**src/rtl/uart_receiver.sv**
```systemverilog
// rtl/uart_receiver.sv - 8N1 UART receiver with start-bit glitch rejection and break handling
// Mid-bit sampling driven by a per-state bit-timing counter; strobes and busy are registered.
module uart_receiver #(
    parameter int CLKS_PER_BIT = 868
) (
    input  logic       clk,
    input  logic       reset,
    input  logic       rxd,
    output logic [7:0] recv_data,
    output logic       recv_ok,
    output logic       frame_error,
    output logic       busy
);

    localparam int CW = (CLKS_PER_BIT > 1) ? $clog2(CLKS_PER_BIT) : 1;
    localparam logic [CW-1:0] HALF_LAST = CW'(CLKS_PER_BIT / 2 - 1);
    localparam logic [CW-1:0] BIT_LAST  = CW'(CLKS_PER_BIT - 1);

    typedef enum logic [2:0] {
        S_IDLE,
        S_START,
        S_DATA,
        S_STOP,
        S_BREAK
    } state_t;

    state_t          r_state;
    logic            r_sync1;
    logic            r_rxd_s;
    logic [CW-1:0]   r_count;
    logic [2:0]      r_index;
    logic [7:0]      r_shift;
    logic [7:0]      r_recv_data;
    logic            r_recv_ok;
    logic            r_frame_error;
    logic            r_busy;

    always_ff @(posedge clk) begin
        if (reset) begin
            r_sync1       <= 1'b1;
            r_rxd_s       <= 1'b1;
            r_state       <= S_IDLE;
            r_count       <= '0;
            r_index       <= '0;
            r_shift       <= '0;
            r_recv_data   <= '0;
            r_recv_ok     <= 1'b0;
            r_frame_error <= 1'b0;
            r_busy        <= 1'b0;
        end else begin
            r_sync1       <= rxd;
            r_rxd_s       <= r_sync1;
            r_recv_ok     <= 1'b0;
            r_frame_error <= 1'b0;

            case (r_state)
                S_IDLE: begin
                    r_count <= '0;
                    if (!r_rxd_s) begin
                        r_state <= S_START;
                        r_busy  <= 1'b1;
                    end
                end

                // A start bit that is high again at its midpoint was a glitch.
                S_START: begin
                    if (r_count == HALF_LAST) begin
                        r_count <= '0;
                        if (!r_rxd_s) begin
                            r_state <= S_DATA;
                            r_index <= '0;
                        end else begin
                            r_state <= S_IDLE;
                            r_busy  <= 1'b0;
                        end
                    end else begin
                        r_count <= r_count + 1'b1;
                    end
                end

                S_DATA: begin
                    if (r_count == BIT_LAST) begin
                        r_count          <= '0;
                        r_shift[r_index] <= r_rxd_s;
                        if (r_index == 3'd7) begin
                            r_state <= S_STOP;
                        end else begin
                            r_index <= r_index + 1'b1;
                        end
                    end else begin
                        r_count <= r_count + 1'b1;
                    end
                end

                S_STOP: begin
                    if (r_count == BIT_LAST) begin
                        r_count <= '0;
                        if (r_rxd_s) begin
                            r_recv_data <= r_shift;
                            r_recv_ok   <= 1'b1;
                            r_state     <= S_IDLE;
                            r_busy      <= 1'b0;
                        end else begin
                            r_frame_error <= 1'b1;
                            r_state       <= S_BREAK;
                        end
                    end else begin
                        r_count <= r_count + 1'b1;
                    end
                end

                // Wait out a held-low line so it reports only one frame error.
                S_BREAK: begin
                    r_count <= '0;
                    if (r_rxd_s) begin
                        r_state <= S_IDLE;
                        r_busy  <= 1'b0;
                    end
                end

                default: begin
                    r_state <= S_IDLE;
                    r_count <= '0;
                    r_busy  <= 1'b0;
                end
            endcase
        end
    end

    assign recv_data   = r_recv_data;
    assign recv_ok     = r_recv_ok;
    assign frame_error = r_frame_error;
    assign busy        = r_busy;

endmodule

```
**config.mk**
```make
export PLATFORM = sky130hd
export DESIGN_NAME = uart_receiver
export DESIGN_NICKNAME = d
export VERILOG_FILES = /design/src/rtl/uart_receiver.sv
export SDC_FILE = /design/constraint.sdc
export NUM_CORES = 1
export LEC_CHECK = 0
export CAP_MARGIN = 20
export CORE_MARGIN = 2
export CORE_UTILIZATION = 53
export CTS_BUF_LIST = sky130_fd_sc_hd__clkbuf_8
export CTS_CLUSTER_DIAMETER = 30
export DETAILED_ROUTE_END_ITERATION = 12
export PLACE_DENSITY_LB_ADDON = 0.05
export RECOVER_POWER = 25
export SLEW_MARGIN = 15
export SYNTH_ARGS = -nofsm -noshare
export SYNTH_HDL_FRONTEND = slang
export SYNTH_SLANG_ARGS = --single-unit
export TNS_END_PERCENT = 5
```
**constraint.sdc**
```tcl
create_clock -name clk -period 2.16 [get_ports clk]
set_clock_uncertainty 0.1 [all_clocks]
set_input_delay 0.216 -clock clk [delete_from_list [all_inputs] [get_ports clk]]
set_output_delay 0.216 -clock clk [all_outputs]
set_load 0.01 [all_outputs]
```
==> impl_metrics.csv, run 1 <==
group,metric,value,unit
status,status,"completed",
global_routing,antenna_found_initial,0,
routing,route.detailed.drc,0,
synth,yosysTopAreaCellShare,42.1,%
sta,fin_crit_sh,91.0,%
setup_path,critPathRequiredTime,2280,ps
clock_network,cts_setup_buffers,0,
cells_and_area,fin_area,2040,um^2
sta,relSlewSlack,40.3,%
sta,tns,0,ps
sta,worst_slew_pin_slew,895,ps
setup_path,crit_path_start_kind,"register",
synth,synth.area.top_cells,"dfxtp_1, mux2i_1, nor2_1",
sta,fin_crit,1970,ps
cells_and_area,antennaDiodeCount,0,
clock_network,cts_resized,0,
floorplan,core_area,3100,um^2
cells_and_area,nets,202,
routing,first_pass_iters,4,
power_and_ir_drop,p_leak,0.000746,uW
place,dp_slack,233,ps
floorplan,initial_core_util,56.7,%
setup_path,crit_slowest_cell,"and4_1",
floorplan,row_count,20,
clock_network,holdBufCountCts,0,
setup_path,r2r-start,"r_count[0]",
run,cap_viol_max_count,0,
cells_and_area,drive_gt1_share,11.2,%
routing,viasPerCell,5.53,
routing,routed.top_layer,"met4",
setup_path,crit_chain,"ha_1, and4bb_1, and4_1, nor4b_4, mux2i_1",
sta,hold_violations,0,
cells_and_area,area_growth,16.1,%
synth,yosysUniqueCellTypes,50,
synth,ys_ff_latch,37,
power_and_ir_drop,powerDensity,654,nW/um^2
floorplan,die_h,61.6,um
setup_path,worstSetupPathType,"register to register",
sta,fmax,509,MHz
clock_network,cts_tree,"yes",
place,portBuffers,13,
synth,yosys.area.top_type,"dfxtp_1",
global_routing,overflow,0,
place,hpwl,2350,um
setup_path,arrival,2080,ps
global_routing,grt_max_degree,23,
global_routing,grtUsageTotal,20.5,%
setup_path,startpoint,"r_count[0]",
routing,post_drt_wl_per_cell,13.9,um
synth,synth_edf_count,0,
routing,met3_length,106,um
synth,yosysMostFrequentCell,"dfxtp_1",
routing,antenna_left,0,
synth,synth_area_per_cell,9.77,um^2
global_routing,grt_first_pass_wirelength,5710,um
synth,yosysSeqAreaShare,42.1,%
setup_path,cp.buffers_inverters,0,
setup_path,cpLargestDelayFamily,"simple AND/OR/NAND/NOR gates",
synth,syn_inst,180,
cells_and_area,utilization,65.8,%
floorplan,io_pins,14,
setup_path,end_kind,"register",
sta,grt_setup_unrepaired,"false",
clock_network,cts_max_path_buffers,2,
hold_path,hold_class,"register to register",
place,place_area,1930,um^2
synth,ys_warn_count,0,
routing,drt_iter0_markers,82,
synth,syn_area,1760,um^2
routing,wl_met1,1660,um
synth,synth-main-ff-cell,"dfxtp_1",
setup_path,cpPeakStageDelay,420,ps
clock_network,clk_pin_slew,70,ps
routing,routed_wl,3330,um
floorplan,fp.dieW,61.6,um
place,place_inst,232,
place,gp_congestion,0.868,
clock_network,cts_root_buffer,"clkbuf_8",
clock_network,cts_sinks,37,
sta,drv_slew,0,
routing,vias,1327,
cells_and_area,stdcell_count,240,
sta,worst_slack,195,ps
sta,setup_violations,0,
clock_network,h-tree-depth,2,
synth,synthTopCellsByCount,"dfxtp_1, nor2_1, mux2i_1, nand2_1",
floorplan,dieArea,3800,um^2
clock_network,insertion_delay,290,ps
clock_network,cts_made_buffers,5,
global_routing,grt_pass1_vias,1248,
synth,synth_nets,187,
setup_path,cp_max_fo,10,
synth,async_flop_share,0,%
power_and_ir_drop,ir_drop,0.000598,V
routing,wl_met2,1500,um
hold_path,holdCritStartpoint,"r_sync1",
-- registers in the layout, indices dropped and copies added (netlist names) --
| signal | count |
|---|---|
| busy | 1 |
| frame_error | 1 |
| r_count | 10 |
| r_index | 3 |
| r_rxd_s | 1 |
| r_shift | 8 |
| r_state | 3 |
| r_sync1 | 1 |
| recv_data | 8 |
| recv_ok | 1 |
-- metal layers --
layer / track usage (%) / up-vias
li1: - / 676
met1: 27.7 / 621
met2: 31.0 / 25
met3: 5.67 / 5
met4: 8.21 / 0
met5: 0 / -
-- cells by family (layout without fill, tap and decap cells) --
group / count (synthesis) / count (layout) / share of synthesized area, %
flops: 37 / 37 / 42.1
xor+xnor: 8 / 8 / 3.98
buf+inv: 15 / 31 / 3.91
mux: 17 / 17 / 9.67
compound gates: 18 / 18 / 8.82
simple gates: 81 / 81 / 28.7
fa+ha+maj: 4 / 4 / 2.85
-- layout make-up --
class / count / area (um^2)
Clock buffer: 6 / 82.6
Clock inverter: 2 / 33.8
Fill cell: 287 / 1060
Inverter: 7 / 26.3
Multi-Input combinational cell: 128 / 956
Sequential cell: 37 / 741
Tap cell: 44 / 55.1
Timing Repair Buffer: 16 / 149
-- worst paths after layout --
path / end / slack (ps) / cells past startpoint
max: r_shift[4] / 190 / 5
min: r_rxd_s / 310 / 1
max reg2reg: r_shift[4] / 190 / 5
min reg2reg: r_rxd_s / 310 / 1
-- report_power, final --
part | switching, uW | internal (uW) | total [uW] | leakage, uW
logic | 20.8 | 12.4 | 33.2 | 0.000385
clock network | 240 | 372 | 611 | 0.0000626
registers | 5.62 | 685 | 691 | 0.000299
total | 266 | 1070 | 1340 | 0.000746
-- placed cells by master (no fill, tap or decap), types with 2 or more instances in the layout --
cell	n
dfxtp_1	37
nor2_1	23
mux2i_1	17
nand2_1	15
dlygate4sd3_1	10
inv_1	7
nand4_1	6
xnor2_1	6
clkbuf_8	6
nand3_1	5
nor3_1	4
nand3b_1	4
ha_1	4
and4_1	3
clkdlybuf4s50_1	3
and2_1	2
and4bb_1	2
xor2_1	2
nor4b_4	2
or2_2	2
nand4bb_1	2
o2bb2ai_1	2
o21ai_0	2
buf_4	2
-- stage by stage --
step / hold WS, ps / total power, uW
finish: 313 / 1340
global placement: 293 / 740
floorplan: 220 / 728
detailed placement: 298 / 742
CTS: 313 / 1350
global route: 325 / 1390
Power figures use the tool's default switching activity.
==> run 2, diff against run 1 <==
--- a/config.mk
+++ b/config.mk
@@ -7,7 +7,7 @@
 export LEC_CHECK = 0
 export CAP_MARGIN = 20
 export CORE_MARGIN = 2
-export CORE_UTILIZATION = 53
+export CORE_UTILIZATION = 30
 export CTS_BUF_LIST = sky130_fd_sc_hd__clkbuf_8
 export CTS_CLUSTER_DIAMETER = 30
 export DETAILED_ROUTE_END_ITERATION = 12
==> impl_metrics.csv, run 2 (same netlist as run 1, synthesis figures left out) <==
group,metric,value,unit
hold_path,hold_class,"register to register",
power_and_ir_drop,pwr-share-seq,56.5,%
power_and_ir_drop,p_sw,272,uW
setup_path,crit_slowest_cell,"and4_1",
floorplan,initial_core_util,31.6,%
power_and_ir_drop,p_leak,0.000747,uW
clock_network,cts_max_path_buffers,2,
cells_and_area,stdcell_count,270,
sta,fin_crit_sh,90.6,%
cells_and_area,antennaDiodeCount,0,
floorplan,fp.dieW,80.6,um
clock_network,clk_pin_slew,70,ps
floorplan,die_h,80.6,um
clock_network,cts_setup_buffers,0,
power_and_ir_drop,internal-power,951,uW
setup_path,rrSetupSlack,200,ps
hold_path,hold_path_end,"r_rxd_s",
global_routing,grt_pass1_vias,1325,
clock_network,cts_root_buffer,"clkbuf_8",
cells_and_area,area_growth,18.1,%
floorplan,core_area,5570,um^2
hold_path,whs_path_depth,1,
setup_path,r2r-end,"r_shift[2]",
global_routing,antenna_found_initial,0,
sta,relSlewSlack,72.1,%
cells_and_area,largest_register_ffs,10,
cells_and_area,fillers,566,
clock_network,cts_tree,"yes",
routing,antenna_left,0,
place,place_area,1990,um^2
setup_path,reg2regPathDepth,5,
cells_and_area,final_common_cell,"dfxtp_1",
cells_and_area,fin_area,2080,um^2
cells_and_area,layout_common_cells,"dfxtp_1, nor2_1, mux2i_1",
global_routing,overflow,0,
power_and_ir_drop,pwr-share-comb,2.9,%
power_and_ir_drop,ir_drop,0.000224,V
clock_network,cts_sinks,37,
power_and_ir_drop,switching_share,22.3,%
clock_network,cts_resized,0,
routing,drt_iter0_markers,64,
routing,first_pass_iters,4,
setup_path,cp_max_fo,10,
setup_path,worstSetupPathType,"register to register",
global_routing,grt_max_degree,23,
sta,worst_slew_pin_slew,418,ps
power_and_ir_drop,powerDensity,589,nW/um^2
sta,setup_violations,0,
clock_network,holdBufCountCts,0,
sta,hold_violations,0,
place,gp_congestion,0.837,
routing,routed_wl,3820,um
power_and_ir_drop,pwr-share-clk,40.6,%
floorplan,row_count,27,
sta,fmax,511,MHz
routing,viasPerCell,5.01,
setup_path,crit_path_start_kind,"register",
global_routing,grtUsageTotal,13.4,%
setup_path,crit_chain,"ha_1, and4bb_1, and4_1, nor4b_4, mux2i_1",
routing,post_drt_wl_per_cell,14.2,um
place,hpwl,2600,um
run,cap_viol_max_count,0,
cells_and_area,nets,205,
routing,vias,1354,
setup_path,critPathRequiredTime,2280,ps
clock_network,cts_made_buffers,5,
hold_path,holdCritStartpoint,"r_sync1",
sta,grt_setup_unrepaired,"false",
place,dp_slack,215,ps
routing,route.detailed.drc,0,
cells_and_area,drive_gt1_share,13.1,%
place,portBuffers,13,
sta,fin_crit,1960,ps
floorplan,dieArea,6490,um^2
setup_path,end_kind,"register",
clock_network,h-tree-depth,2,
floorplan,io_pins,14,
setup_path,cpPeakStageDelay,430,ps
cells_and_area,top_register,"r_count",
setup_path,r2r-start,"r_count[0]",
sta,worst_slack,202,ps
place,place_inst,263,
clock_network,insertion_delay,290,ps
setup_path,arrival,2070,ps
global_routing,grt_first_pass_wirelength,6710,um
sta,tns,0,ps
status,status,"completed",
sta,drv_slew,0,
sta,hold_ws,320,ps
==> run 2: power by group through the flow <==
stage / Combinational [uW] / Clock [uW] / Sequential, uW
finish: 35.7 / 497 / 691
floorplan: 24.6 / 0 / 704
detailed placement: 36.9 / 0 / 707
global placement: 36.7 / 0 / 707
global route: 41.0 / 549 / 692
CTS: 36.9 / 518 / 691
==> run 2: area by class of cell <==
cell class	count	area, um^2	share of cell area (%)
clock buffers	6	82.6	3.97
clock inverters	1	7.51	0.361
inverters	7	26.3	1.26
multi-input cells	128	956	46.0
flip-flops and latches	37	741	35.6
well taps	72	90.1	4.33
repair buffers	19	175	8.43
==> run 2: worst max-delay path: cells and delay by family, from the launching register on <==
kind / cells / cell delay [ps]
and+or+nand+nor: 3 / 980
DFF: 1 / 380
adders and majority gates: 1 / 230
muxes: 1 / 200
==> run 2: worst max path at each step <==
stage | slack, ps | cells after the start | startpoint | end
floorplan | 480 | 6 | r_count[0] | r_shift[4]
global placement | 270 | 5 | r_count[0] | r_shift[2]
detailed placement | 220 | 5 | r_count[0] | r_shift[4]
CTS | 170 | 5 | r_count[0] | r_shift[4]
global route | 40 | 5 | r_count[0] | r_shift[2]
finish | 200 | 5 | r_count[0] | r_shift[2]
==> run 2: stage by stage <==
step / util, % / total power, uW
after floorplan: - / 728
after global placement: 35.7 / 743
after detailed placement: 35.7 / 744
after CTS: 37.3 / 1250
after global routing: 37.3 / 1280
final: 37.3 / 1220
==> run 2: layer usage <==
metal	GRT usage, %	routed length [um]
met1	18.7	1970
met4	4.07	51
met2	19.9	1650
met3	3.82	151
met5	0	0
